`src/rtl/acumulador_productos.sv`:
```
// acumulador_productos
//
// Collects a batch of COUNT products from the multiplier stage and hands the
// batch sum to the next consumer.
//
// Ports:
//   clk        system clock, rising edge
//   reset      asynchronous, active-low reset
//   producto   product from the multiplier stage (WIDTH bits)
//   Done_Flag  producer request, producto valid while high
//   ack        acknowledge back to the multiplier stage
//   suma       running sum of the current batch (ACC_WIDTH bits)
//   cuenta     products accepted in the current batch (COUNT_W bits)
//   sum_valid  batch sum ready for downstream
//   sum_ack    downstream acknowledge
//   overflow   sticky: the accumulator wrapped during the current batch
//   estado     current FSM state, for observation only
//
// Handshakes: both sides are 4-phase. Upstream, a product is taken once when
// Done_Flag is sampled high in ESPERA, ack rises on the next edge and stays
// high until Done_Flag is sampled low; no new product is taken before ack has
// fallen. Downstream, sum_valid stays high until sum_ack is sampled high, and
// the batch is cleared only after sum_ack is sampled low again. sum_ack is
// ignored in ESPERA/ACK, Done_Flag is ignored in SALIDA/DRENAJE.

module acumulador_productos #(
    parameter int WIDTH     = 64,
    parameter int ACC_WIDTH = 72,
    parameter int COUNT     = 4,
    parameter int COUNT_W   = 8
) (
    input  logic                 clk,
    input  logic                 reset,
    input  logic [WIDTH-1:0]     producto,
    input  logic                 Done_Flag,
    output logic                 ack,
    output logic [ACC_WIDTH-1:0] suma,
    output logic [COUNT_W-1:0]   cuenta,
    output logic                 sum_valid,
    input  logic                 sum_ack,
    output logic                 overflow,
    output logic [1:0]           estado
);

    typedef enum logic [1:0] {
        ESPERA  = 2'd0,
        ACK     = 2'd1,
        SALIDA  = 2'd2,
        DRENAJE = 2'd3
    } state_t;

    state_t                 state, state_n;
    logic                   ack_n;
    logic                   sum_valid_n;
    logic [ACC_WIDTH-1:0]   suma_n;
    logic [COUNT_W-1:0]     cuenta_n;
    logic                   overflow_n;

    // One spare bit on top of the accumulator catches the carry out of the
    // modular add; it feeds the sticky overflow flag.
    logic [ACC_WIDTH:0]     sum_ext;

    assign sum_ext = {1'b0, suma} + {{(ACC_WIDTH + 1 - WIDTH){1'b0}}, producto};
    assign estado  = state;

    always_ff @(posedge clk or negedge reset) begin
        if (!reset) begin
            state     <= ESPERA;
            ack       <= 1'b0;
            sum_valid <= 1'b0;
            suma      <= '0;
            cuenta    <= '0;
            overflow  <= 1'b0;
        end else begin
            state     <= state_n;
            ack       <= ack_n;
            sum_valid <= sum_valid_n;
            suma      <= suma_n;
            cuenta    <= cuenta_n;
            overflow  <= overflow_n;
        end
    end

    always_comb begin
        state_n     = state;
        ack_n       = ack;
        sum_valid_n = sum_valid;
        suma_n      = suma;
        cuenta_n    = cuenta;
        overflow_n  = overflow;

        case (state)
            ESPERA: begin
                if (Done_Flag) begin
                    suma_n   = sum_ext[ACC_WIDTH-1:0];
                    cuenta_n = cuenta + COUNT_W'(1);
                    ack_n    = 1'b1;
                    state_n  = ACK;
                    if (sum_ext[ACC_WIDTH]) begin
                        overflow_n = 1'b1;
                    end
                end
            end

            ACK: begin
                // A long Done_Flag is one product: nothing accumulates here.
                if (!Done_Flag) begin
                    ack_n = 1'b0;
                    if (cuenta == COUNT_W'(COUNT)) begin
                        sum_valid_n = 1'b1;
                        state_n     = SALIDA;
                    end else begin
                        state_n = ESPERA;
                    end
                end
            end

            SALIDA: begin
                if (sum_ack) begin
                    sum_valid_n = 1'b0;
                    state_n     = DRENAJE;
                end
            end

            DRENAJE: begin
                // The batch is kept visible until downstream releases sum_ack.
                if (!sum_ack) begin
                    suma_n     = '0;
                    cuenta_n   = '0;
                    overflow_n = 1'b0;
                    state_n    = ESPERA;
                end
            end

            default: begin
                state_n = ESPERA;
            end
        endcase
    end

endmodule

```
`config.mk`:
```
export PLATFORM = sky130hd
export DESIGN_NAME = acumulador_productos
export DESIGN_NICKNAME = d
export VERILOG_FILES = /design/src/rtl/acumulador_productos.sv
export SDC_FILE = /design/constraint.sdc
export NUM_CORES = 1
export LEC_CHECK = 0
export CAP_MARGIN = 20
export CORE_MARGIN = 3
export CORE_UTILIZATION = 60
export CTS_BUF_LIST = sky130_fd_sc_hd__clkbuf_16
export DETAILED_ROUTE_END_ITERATION = 8
export DONT_BUFFER_PORTS = 1
export GPL_TIMING_DRIVEN = 0
export PLACE_DENSITY = 0.79
export SYNTH_ARGS = -nofsm -noshare
export SYNTH_HDL_FRONTEND = slang
export SYNTH_SLANG_ARGS = --single-unit
```
`constraint.sdc`:
```
create_clock -name clk -period 3.91 [get_ports clk]
set_clock_uncertainty 0.2 [all_clocks]
set_input_delay 0.391 -clock clk [delete_from_list [all_inputs] [get_ports clk]]
set_output_delay 0.391 -clock clk [all_outputs]
set_load 0.05 [all_outputs]
```
==> flow_metrics.py <==
metrics = {
    "synth": {
        "synth_top_area_cell": "dfrtp_1",
        "synthMuxAreaShare_pct": 0.425,
        "synthTopCellsByArea": "dfrtp_1 30%, ha_1 12%, nand2_1 6.4%",
        "seq_area_frac_synth_pct": 30.1,
        "yosysWarnings": 0,
        "synthDistinctLibCells": 75,
        "synthMostInstantiatedCell": "nand2_1",
        "synth_cells": 849,
        "syn_avg_cell_area_um2": 8.31,
        "synthXorXnorAreaFrac_pct": 8.31,
        "synth_area_um2": 7060,
        "synth_edf_count": 0,
        "synthTopCellsByCount": "120 x nand2_1, 86 x o21ai_0, 85 x dfrtp_1, 68 x a21oi_1, 66 x ha_1",
        "synth-adder-area-share_pct": 12.0,
        "syn_nets": 984,
        "ys_ff_latch": 85,
        "synth-simple-area-share_pct": 18.3,
        "synth-main-ff-cell": "dfrtp_1",
        "ys_async_sr_fraction_pct": 100,
        "synth-compound-area-share_pct": 27.6,
        "yosysTopAreaCellShare_pct": 30.1,
        "synth_top_family_by_area": "compound AO/OA/AOI/OAI gates",
    },
    "setup_path": {
        "path_max_fanout": 4,
        "crit_chain": "ha_1 -> fa_1 -> a21o_1 -> a221oi_4 -> a2111oi_4 -> o31ai_4 -> a31oi_2 -> a21oi_2 -> o31ai_2 -> a221oi_2 -> xor2_1 -> o21ai_1",
        "path_buf_inv": 0,
        "cp-start-kind": "flop",
        "r2r_slack_ns": 0.10,
        "critPathKind": "reg2reg",
        "r2r_end": "suma[60]",
        "crit_slowest_cell": "dfrtp_2",
        "path_delay_family": "compound AO/OA/AOI/OAI gates",
        "r2r_start": "suma[0]",
        "end_kind": "flop",
        "reg2reg_depth": 12,
        "arrival_ns": 3.83,
        "slowest_delay_ns": 0.53,
        "worstPathRequired_ns": 3.93,
    },
    "cts": {
        "htreeDepth": 3,
        "clkLatencyLatePin_ns": 0.35,
        "numCtsBuffers": 9,
        "clk_path_buf_depth": 2,
        "root_buffer": "clkbuf_16",
        "clock-sinks": 85,
        "cts_setup_buffers": 0,
        "clkTransAtPathRegs_ns": 0.07,
        "cts_tree": "done",
    },
    "run": {
        "maxCapViolations": 0,
    },
    "floorplanning": {
        "ioPinCount": 153,
        "rows": 38,
        "initial_utilization_pct": 63.2,
        "die_w_um": 114,
        "coreArea_um2": 11200,
        "dieArea_um2": 13100,
        "die_h_um": 114,
    },
    "min_path": {
        "worst_hold_path_type": "in2reg",
        "whs_endpoint": "ack",
        "worstHoldStart": "Done_Flag",
        "hold_depth": 2,
    },
    "timing": {
        "slew_viol_final": 0,
        "grt_setup_unrepaired": "true",
        "fmax_ghz": 0.262,
        "hold_viol_final": 0,
        "holdWs_ns": 0.0269,
        "maxSlewHeadroom_pct": 57.7,
        "timing.final.crit_share_pct": 97.4,
        "fin_crit_ns": 3.81,
        "worst_pin_slew_ns": 0.634,
        "finalSetupViolations": 0,
    },
    "detailed_routing": {
        "wl_um": 19200,
        "routedWlPerCell_um": 19.1,
        "drc": 0,
        "firstDrtPassIters": 7,
        "viasPerCell": 6.50,
        "ant_nets": 0,
        "vias": 6559,
        "drt_iter0_markers": 496,
    },
    "global_routing": {
        "grtUsageTotal_pct": 29.3,
        "grt_pass1_wl_um": 31000,
        "grt_max_degree": 86,
        "grt_overflow": 0,
        "grt_pass1_vias": 6280,
        "antenna_found_initial": 0,
    },
    "outcome": {
        "status": "complete, no violations",
    },
    "power_and_ir_drop": {
        "max-vdd-ir-drop_mv": 0.677,
        "power_density_nw_per_um2": 1040,
        "power_leakage_nw": 3.50,
    },
    "cells_and_area": {
        "fin_area_um2": 7620,
        "diodes": 0,
        "layout-drive-gt1-share_pct": 6.67,
        "nets": 999,
        "area_growth_pct": 7.94,
    },
    "placement": {
        "port-buffer-count": 0,
        "routabilityCongestion": 0.980,
        "placed_area_um2": 7230,
        "post-dp-hpwl_um": 14700,
    },
}
-- layout make-up --
type / instances / area (um2)
Timing Repair Buffer: 4 / 57.6
Sequential cell: 85 / 2130
Buffer: 39 / 159
Inverter: 19 / 71.3
Fill cell: 888 / 3550
Tap cell: 140 / 175
Clock buffer: 9 / 225
Multi-Input combinational cell: 706 / 4740
Clock inverter: 7 / 60.1
-- sequential cells by signal, indices dropped and copies added, names as in the netlist, named ones only --
signal,flops
ack,1
cuenta,8
estado,1
overflow,1
sum_valid,1
suma,72
-- stage by stage --
| stage | power (W) | instances | utilization [%] | setup slack, ns | setup TNS (ns) |
|---|---|---|---|---|---|
| 2_1_floorplan | 0.00605 | 849 | - | 0.426 | 0 |
| 3_3_place_gp | 0.00685 | 989 | 64.7 | -0.182 | -0.329 |
| 3_5_place_dp | 0.00697 | 989 | 64.7 | -0.201 | -0.365 |
| 4_1_cts | 0.00789 | 1009 | 68.0 | 0.00732 | 0 |
| 5_1_grt | 0.00853 | 1009 | 68.2 | -0.0154 | -0.0154 |
| 6_report | 0.00794 | 1009 | 68.2 | 0.100 | 0 |
-- cell families (layout without fill, tap and decap cells) --
kind of cell             count (synthesis)  count (layout)
AO/OA/AOI/OAI                          297             297
AND/OR/NAND/NOR                        272             272
flip-flops                              85              85
adder cells (fa/ha/maj)                 67              67
XOR/XNOR                                67              67
buffers and inverters                   58              78
multiplexers                             3               3
-- repair_timing --
item	CTS	global route
hold buffers	4	0
resized for setup	3	7
setup endpoints to repair	7	8
pin swaps	1	1
hold endpoints to repair	88	0
-- how the worst max path moves through the flow --
stage | from | slack [ns] | depth (start not counted) | to
global route | suma[20] | -0.02 | 11 | suma[60]
floorplan | suma[0] | 0.43 | 12 | suma[60]
detailed placement | suma[0] | -0.20 | 12 | suma[60]
global placement | suma[0] | -0.18 | 12 | suma[60]
CTS | suma[0] | 0.007 | 12 | suma[60]
finish | suma[0] | 0.10 | 12 | suma[60]
-- layout by cell type (no fill, tap or decap), types with 6 or more instances in the layout --
master / Yosys / routed
nor2b_1: 6 / 6
clkbuf_16: 0 / 9
o211ai_1: 7 / 7
a31oi_1: 10 / 8
nor3_1: 9 / 8
xor2_1: 33 / 33
nand4_1: 23 / 23
o21bai_1: 16 / 16
and3_1: 8 / 8
xnor2_1: 34 / 34
a22o_1: 6 / 6
ha_1: 66 / 66
a21o_1: 46 / 46
nand2_1: 120 / 120
o21ai_0: 86 / 86
nor2_1: 49 / 49
inv_1: 19 / 19
dfrtp_1: 85 / 81
a21oi_1: 68 / 68
nand3_1: 21 / 21
o21ai_1: 7 / 7
clkbuf_1: 33 / 33
-- layer usage --
layer  vias to the layer above  track usage [%]  share of wire (%)
met5                         -                0                  0
met4                         0             9.82                3.0
met3                        48             6.29                7.2
met2                       254             48.3                 47
met1                      3122             38.3                 43
li1                       3135                -                  -
-- power by group --
group,switching [W],total (W),internal (W)
sequential,0.00178,0.00302,0.00124
combinational,0.00245,0.00408,0.00163
clock,0.000395,0.000836,0.000441
total,0.00463,0.00794,0.00331
No activity file was read; power rests on OpenSTA's default activity.
